File: src/rtl/seq_mac_multiplier.sv
// Iterative shift-add multiply-accumulate: one WIDTH x WIDTH signed/unsigned product
// over WIDTH+1 cycles, optionally added to or subtracted from an internal accumulator.
module seq_mac_multiplier #(
  parameter int WIDTH = 8,
  parameter int ACC_W = 2*WIDTH+8
) (
  input  logic                 clk,
  input  logic                 rst_n,
  input  logic                 in_valid,
  output logic                 in_ready,
  input  logic [WIDTH-1:0]     a,
  input  logic [WIDTH-1:0]     b,
  input  logic                 a_signed,
  input  logic                 b_signed,
  input  logic [1:0]           op,
  input  logic                 acc_clr,
  output logic                 out_valid,
  input  logic                 out_ready,
  output logic [2*WIDTH:0]     product,
  output logic [ACC_W-1:0]     result,
  output logic                 ovf
);

  localparam int PW    = 2*WIDTH+1;
  localparam int PS_W  = 2*WIDTH+2;
  localparam int CNT_W = $clog2(WIDTH+1);

  typedef enum logic [1:0] {IDLE, BUSY, DONE} state_t;

  state_t                    state, state_nxt;
  logic [CNT_W-1:0]          count;
  logic signed [WIDTH:0]     a_ext, b_ext;
  logic                      b_sgn;
  logic [1:0]                op_q;
  logic signed [PS_W-1:0]    psum, psum_nxt, term;
  logic signed [PW-1:0]      prod_nxt;
  logic signed [ACC_W-1:0]   acc;
  logic signed [ACC_W:0]     sum_nxt;
  logic                      last_iter, accept, acc_op;

  function automatic logic signed [WIDTH:0] ext_operand(input logic [WIDTH-1:0] v,
                                                        input logic sgn);
    return {sgn & v[WIDTH-1], v};
  endfunction

  // One guard bit above the accumulator so the true sum is always representable.
  function automatic logic signed [ACC_W:0] acc_sum(input logic signed [ACC_W-1:0] acc_in,
                                                    input logic signed [PW-1:0]    p,
                                                    input logic [1:0]              op_in);
    logic signed [ACC_W:0] acc_w, p_w;
    acc_w = (ACC_W+1)'(acc_in);
    p_w   = (ACC_W+1)'(p);
    case (op_in)
      2'b01:   return acc_w + p_w;
      2'b10:   return acc_w - p_w;
      default: return p_w;
    endcase
  endfunction

  function automatic logic signed_ovf(input logic signed [ACC_W:0] s, input logic is_acc);
    return is_acc & (s[ACC_W] ^ s[ACC_W-1]);
  endfunction

  assign in_ready  = (state == IDLE) & rst_n;
  assign accept    = in_valid & in_ready;
  assign last_iter = (count == CNT_W'(WIDTH));
  assign acc_op    = (op_q == 2'b01) | (op_q == 2'b10);

  // The top bit of b_ext carries negative weight, so the last partial product is subtracted.
  always_comb begin
    term     = b_ext[count] ? ((PS_W)'(a_ext) <<< count) : '0;
    psum_nxt = (last_iter && b_sgn) ? (psum - term) : (psum + term);
    prod_nxt = psum_nxt[PW-1:0];
    sum_nxt  = acc_sum(acc, prod_nxt, op_q);
  end

  always_ff @(posedge clk or negedge rst_n) begin
    if (!rst_n) state <= IDLE;
    else        state <= state_nxt;
  end

  always_comb begin
    state_nxt = state;
    case (state)
      IDLE:    if (accept)    state_nxt = BUSY;
      BUSY:    if (last_iter) state_nxt = DONE;
      DONE:    if (out_ready) state_nxt = IDLE;
      default:                state_nxt = IDLE;
    endcase
  end

  always_ff @(posedge clk or negedge rst_n) begin
    if (!rst_n) begin
      count     <= '0;
      a_ext     <= '0;
      b_ext     <= '0;
      b_sgn     <= 1'b0;
      op_q      <= 2'b00;
      psum      <= '0;
      acc       <= '0;
      product   <= '0;
      result    <= '0;
      ovf       <= 1'b0;
      out_valid <= 1'b0;
    end else begin
      case (state)
        IDLE: begin
          if (acc_clr) acc <= '0;
          if (accept) begin
            a_ext <= ext_operand(a, a_signed);
            b_ext <= ext_operand(b, b_signed);
            b_sgn <= b_signed;
            op_q  <= op;
            psum  <= '0;
            count <= '0;
          end
        end
        BUSY: begin
          psum  <= psum_nxt;
          count <= count + 1'b1;
          if (last_iter) begin
            product   <= prod_nxt;
            acc       <= sum_nxt[ACC_W-1:0];
            result    <= sum_nxt[ACC_W-1:0];
            ovf       <= signed_ovf(sum_nxt, acc_op);
            out_valid <= 1'b1;
          end
        end
        DONE: if (out_ready) out_valid <= 1'b0;
        default: ;
      endcase
    end
  end

endmodule

File: config.mk
export PLATFORM = sky130hd
export DESIGN_NAME = seq_mac_multiplier
export DESIGN_NICKNAME = d
export VERILOG_FILES = /design/src/rtl/seq_mac_multiplier.sv
export SDC_FILE = /design/constraint.sdc
export NUM_CORES = 1
export LEC_CHECK = 0
export BUFFER_PORTS_ARGS = -buffer_cell sky130_fd_sc_hd__buf_2
export CORE_UTILIZATION = 61
export DETAILED_ROUTE_END_ITERATION = 16
export GPL_TIMING_DRIVEN = 1
export PLACE_DENSITY = 0.86
export RECOVER_POWER = 50
export SLEW_MARGIN = 20
export SYNTH_ARGS = -nofsm -noshare
export SYNTH_HDL_FRONTEND = slang
export SYNTH_SLANG_ARGS = --single-unit
export TNS_END_PERCENT = 5
File: constraint.sdc
create_clock -name clk -period 8 [get_ports clk]
set_input_delay 1.6 -clock clk [delete_from_list [all_inputs] [get_ports clk]]
set_output_delay 1.6 -clock clk [all_outputs]
set_load 0.005 [all_outputs]
# Word level (Yosys, flattened, before mapping)
# Cells that the tools add are included.
[word_totals] elab_cells=64 regBits=112 in_bits=25 ram_bits=0 latchBits=0 romBits=0 n_memories=0 out_inout_bits=44
[classes] add_sub_neg=5 order_cmp=1 div=0 n_bitwise=7 n_reduce_logical=10 shifts=1 n_eq_ne=9 muxes=19 mul=0
[ops] op="2-to-1 mux 18 bit" count=3
[ops] op="one-hot mux 25 bit (2 select lines)" count=1
[ops] op="2-to-1 mux 24 bit" count=2
[ops] op="one-hot mux 24 bit (2 select lines)" count=1
[ops] op="one-hot mux 18 bit (2 select lines)" count=1
[ops] op="adder 24 x 17 -> 25 bit" count=1
[ops] op="subtractor 24 x 17 -> 25 bit" count=1
[ops] op="adder 18 bit" count=1
[ops] op="<<< shifter 18 x 4 -> 18 bit" count=1
[ops] op="subtractor 18 bit" count=1
[ops] op="AND reduction 3 bit" count=3
[ops] op="inequality test 2 bit (second input constant)" count=4
[ops] op="one-hot mux 4 bit (2 select lines)" count=1
[ops] op="2-to-1 mux 2 bit" count=3
[ops] op="one-hot mux 2 bit (3 select lines)" count=1
[ops] op="AND reduction 2 bit" count=3
[ops] op="bitwise AND 1 bit" count=5
[ops] op="less-than comparator 4 x 5 -> 1 bit (second input constant)" count=1
[ops] op="adder 4 x 1 -> 4 bit (second input constant)" count=1
[ops] op="binary-select mux 1 bit (select 4 bit)" count=1
[ops] op="equality test 2 x 1 -> 1 bit (second input constant)" count=2
[ops] op="equality test 2 bit (second input constant)" count=2
[ops] op="equality test 4 bit (second input constant)" count=1
[ops] op="2-to-1 mux 4 bit" count=1
[ops] op="other kinds (7)" count=10

# Longest topological paths before layout
[depth] ltp_word=9 depth_mapped=36 depth_no_buf=34

# Worst setup path after synthesis
# OpenSTA, ideal clock, no wires.
[synth_path] path_kind="register -> register" from="reg count[0]" to="reg ovf" path_buffers=3 t_arrival_ps=6697 path_slack_ps=1182 stages_incl_launch_ff=30 cell_sequence="dfrtp_1 buf_6 buf_12 mux2_2 a221oi_2 nand3_1 nor3_1 nor2_1 or2_2 a21oi_1 nor3_1 a31oi_1 ha_1 a2111oi_0 a22oi_1 a31o_1 a31oi_1 xnor3_1 clkbuf_1 mux2_2 ha_1 or2_2 a2111oi_0 a21boi_0 o31ai_1 a21oi_1 xnor2_1 xor2_1 xnor3_1 a22o_1"
[synth_via] elab_chain_cells=9
[synth_rtl] element="start, declared" line_no="31" source="logic [CNT_W-1:0] count;"
[synth_rtl] element="start signal, assigned" line_no="120" source="count <= count + 1'b1;"
[synth_rtl] element="binary-select mux 1 bit (select 4 bit)" line_no="71" source="term = b_ext[count] ? ((PS_W)'(a_ext) <<< count) : '0;"
[synth_rtl] element="2-to-1 mux 1 bit (not written as such)" line_no="71"
[synth_rtl] element="2-to-1 mux 18 bit" line_no="71"
[synth_rtl] element="adder 18 bit / subtractor 18 bit (equally long branches)" line_no="72" source="psum_nxt = (last_iter && b_sgn) ? (psum - term) : (psum + term);"
[synth_rtl] element="2-to-1 mux 18 bit" line_no="72"
[synth_rtl] element="subtractor 24 x 17 -> 25 bit / adder 24 x 17 -> 25 bit (equally long branches)" line_no="55, 54"
[synth_rtl] element="one-hot mux 25 bit (2 select lines)" line_no="53" source="case (op_in)"
[synth_rtl] element="XOR 1 bit" line_no="61" source="return is_acc & (s[ACC_W] ^ s[ACC_W-1]);"
[synth_rtl] element="bitwise AND 1 bit" line_no="61"
[synth_rtl] element="end signal, assigned" line_no="125" source="ovf <= signed_ovf(sum_nxt, acc_op);"
[synth_rtl] element="end, declared" line_no="21" source="output logic ovf"
# Several ways; a longest one is shown, not always the timed one. The select of a mux whose other input is x is not followed.
# A chain may end at the register's enable or synchronous reset.

# Worst setup path in the final report
# Ends and elaborated chain as after synthesis.

==> out/summary.md <==
- **Via density** 6.11
- **Post-Synthesis Cells** 946
- **largest net degree at the start of global routing** 80
- **via count of the routed design** 7125
- **starting DRC count in detailed routing** 544
- **yosys warns** 0
- **signed area change from the synthesized netlist to the final layout** 9.19%
- **area after detailed placement** 8370 sq um
- **fin cells** 1166
- **cell seen most often among critical-path stages** sky130_fd_sc_hd__a21oi_1
- **number of cell rows** 41
- **fraction of post-synthesis cell area in the top cell type by area** 35.1%
- **Post-synth EDFFs** 0
- **count of clock tree sinks** 111
- **number of maximum-capacitance constraint violations** 3
- **total placed cells including tap cells** 1150
- **width of the chip** 116 um
- **maximum fanout along the worst path** 27
- **first-pass GRT wire length** 32.1 mm
- **leftover overflow at the end of global routing** 0
- **Post-Route Skew** 0.0132 ns
- **type of the worst min-delay path** reg -> reg
- **floorplan die area** 13400 sq um
- **final slew viol count** 195
- **main flop type after synthesis** sky130_fd_sc_hd__dfrtp_1
- **Post-Synthesis Net Count** 1018
- **required time worst endpoint** 8.25 ns
- **failing checks** max-capacitance violations, max-slew violations
- **cell area after technology mapping** 7920 sq um
- **per-instance average area after synthesis** 8.37 sq um
- **Hold Fails Final Rpt** 0
- **clock latency on the worst-skew pair** 0.37 ns
- **number of antenna violations at the first check in global routing** 0
- **final-layout setup total negative slack** 0 ns
- **total routing resource utilization after global routing** 30.7%
- **maximum level of the CTS H-tree** 3
- **Min Clock Period, post-route** 7.51 ns
- **number of unique standard cell types used by synthesis** 79
- **relative slew slack** -112%
- **most frequent cells after synthesis** sky130_fd_sc_hd__nand2_1 (161), sky130_fd_sc_hd__dfrtp_1 (111), sky130_fd_sc_hd__o21ai_0 (74), sky130_fd_sc_hd__nor2_1 (68), sky130_fd_sc_hd__a21oi_1 (66)
- **RSZ-0062 raised after global routing** false
- **critical path capture point type** register
- **data arrival time of the critical path** 7.76 ns
- **most used standard cell by instance count after synthesis** sky130_fd_sc_hd__nand2_1
- **share of synthesized area occupied by flip-flops and latches** 35.1%
- **placer congestion estimate** 0.942
- **slowest cell on the critical path** sky130_fd_sc_hd__xnor3_2
- **cts bufs inserted** 9
- **clock-pin slew on the worst setup and hold paths** 0.08 ns
- **Antenna Cells** 0
- **number of global-route vias before repair** 6617
- **clock tree from TritonCTS** done
- **dominant cell type by area after synthesis** sky130_fd_sc_hd__dfrtp_1
- **net count of the finished layout** 1061
- **critical path's largest stage delay** 0.50 ns
- **flops & latches, synth** 111
- **clock tree buffer depth** 2
- **number of post-CTS setup repair buffers** 0
- **Top Ports** 69
- **CTS root buffer** sky130_fd_sc_hd__clkbuf_16
- **run status** complete, but fails checks
- **fraction of layout cells with a size suffix above 1** 10.1%
- **area of the core** 12600 sq um
- **final critical-path share of the clock period** 93.8%
- **Least-Margin Pin Slew** 3.18 ns
- **post-route ant nets** 0
- **detailed-route wire length** 19.5 mm
- **post-DR wirelength/cell** 16.7 um
- **biggest area contributors in the synthesized netlist** sky130_fd_sc_hd__dfrtp_1 (35%), sky130_fd_sc_hd__nand2_1 (7.6%), sky130_fd_sc_hd__ha_1 (7.1%)
- **CP Class** reg -> reg
- **chip height** 116 um
- **initial cell density of the core** 62.8%
- **post-DP HPWL** 14.1 mm
- **first-pass detailed-route iteration total** 5
- **Async S/R FF share, synth** 100%
- **maximum operating frequency** 0.133 GHz
- **post-route standard cell area excluding fillers** 8650 sq um
- **Critical Path Source Type** register
- **Final setup viols** 0
- **DRC violation count after routing** 0
- **I/O Buffers** 68
-- what timing repair did --
| action | 4_1_cts | 5_1_grt |
|---|---|---|
| endpoints found under the setup margin | 0 | 5 |
| hold buffers | 0 | 0 |
| endpoints found under the hold margin | 0 | 0 |
| gates resized for setup | 0 | 9 |
-- per-stage QoR --
stage	util, %	hold WS (ns)	setup WS, ns
4_1_cts	68.6	0.479	0.371
6_report	68.5	0.476	0.494
3_3_place_gp	66.3	0.455	0.724
2_1_floorplan	-	0.438	1.18
5_1_grt	68.5	0.502	0.0121
3_5_place_dp	66.3	0.457	0.395
-- state kept, by name, summed over array words and instances (netlist names) --
| name | count |
|---|---|
| ovf | 1 |
| result | 24 |
| b_sgn | 1 |
| state | 2 |
| op_q | 2 |
| a_ext | 9 |
| b_ext | 9 |
| psum | 17 |
| count | 4 |
| out_valid | 1 |
| acc | 24 |
| product | 17 |
-- critical path: cells and delay by family (launching register included) --
kind | cells | cell delay [ns]
muxes | 1 | 0.44
DFF | 1 | 0.34
buffers and inverters | 1 | 0.25
adders and majority gates | 2 | 0.67
AOI/OAI and AO/OA | 14 | 3.21
and+or+nand+nor | 7 | 1.39
xor gates and xnor gates | 4 | 1.10
-- cells in the final DEF, fill, tap and decap left out, types with 4 or more instances in the layout --
cell type	n
sky130_fd_sc_hd__mux2_2	6
sky130_fd_sc_hd__clkbuf_1	30
sky130_fd_sc_hd__and3_1	9
sky130_fd_sc_hd__ha_1	45
sky130_fd_sc_hd__a211oi_1	11
sky130_fd_sc_hd__a21oi_1	66
sky130_fd_sc_hd__mux2i_1	14
sky130_fd_sc_hd__o21ai_0	74
sky130_fd_sc_hd__dfrtp_1	110
sky130_fd_sc_hd__inv_1	24
sky130_fd_sc_hd__a2111oi_0	4
sky130_fd_sc_hd__nand2b_1	12
sky130_fd_sc_hd__nand2_1	160
sky130_fd_sc_hd__o211ai_1	7
sky130_fd_sc_hd__a21o_1	44
sky130_fd_sc_hd__a311oi_1	4
sky130_fd_sc_hd__or3_1	5
sky130_fd_sc_hd__clkbuf_16	9
sky130_fd_sc_hd__xnor2_1	25
sky130_fd_sc_hd__nor3_1	9
sky130_fd_sc_hd__nand3_1	32
sky130_fd_sc_hd__nand3b_1	4
sky130_fd_sc_hd__nor2b_1	14
sky130_fd_sc_hd__o21a_1	7
sky130_fd_sc_hd__nor2_1	66
sky130_fd_sc_hd__o31ai_1	4
sky130_fd_sc_hd__buf_2	41
sky130_fd_sc_hd__a31oi_1	9
sky130_fd_sc_hd__buf_4	11
sky130_fd_sc_hd__and2_1	9
sky130_fd_sc_hd__nand4_1	7
sky130_fd_sc_hd__or2_2	4
sky130_fd_sc_hd__a22oi_1	4
sky130_fd_sc_hd__xor2_1	31
sky130_fd_sc_hd__nor3b_1	4
-- metal layers --
metal | vias up | GRT usage (%) | wire [um]
li1 | 3448 | - | -
met5 | - | 0 | 0
met3 | 47 | 5.49 | 1020
met1 | 3416 | 42.1 | 8950
met4 | 0 | 12.1 | 556
met2 | 214 | 48.4 | 8960
-- cell families (layout without fill, tap and decap cells) --
| family | count (synthesis) | count (layout) | synth area share [%] |
|---|---|---|---|
| buffers and inverters | 76 | 124 | 3.98 |
| muxes | 24 | 24 | 3.40 |
| adders and majority gates | 47 | 47 | 7.61 |
| xor gates and xnor gates | 58 | 58 | 6.76 |
| and+or+nand+nor | 349 | 349 | 20.0 |
| AOI/OAI and AO/OA | 281 | 281 | 23.2 |
| DFF | 111 | 111 | 35.1 |
-- path summary, 6_finish.rpt --
kind	startpoint	depth (start not counted)	slack [ns]	end
setup / recovery	count[0]$_DFFE_PN0P_	29	0.49	ovf$_DFFE_PN0P_
hold / removal	result[1]$_DFFE_PN0P_	2	0.48	result[1]$_DFFE_PN0P_
setup reg to reg	count[0]$_DFFE_PN0P_	29	0.49	ovf$_DFFE_PN0P_
hold reg to reg	result[1]$_DFFE_PN0P_	2	0.48	result[1]$_DFFE_PN0P_
max in group asynchronous	rst_n	2	1.81	psum[15]$_DFFE_PN0P_
min in group asynchronous	rst_n	1	2.24	product[6]$_DFFE_PN0P_
-- final cells by class --
cell class / count / area (sq um)
clock buffers: 11 / 243
clock inverters: 5 / 46.3
fillers: 1096 / 3970
inverters: 26 / 97.6
multi-input cells: 759 / 4860
flip-flops and latches: 111 / 2780
well taps: 172 / 215
repair buffers: 82 / 408
Power is left out: the tool's default activity adds up to more than one toggle a clock period on the data nets, which glitch-free logic cannot reach.
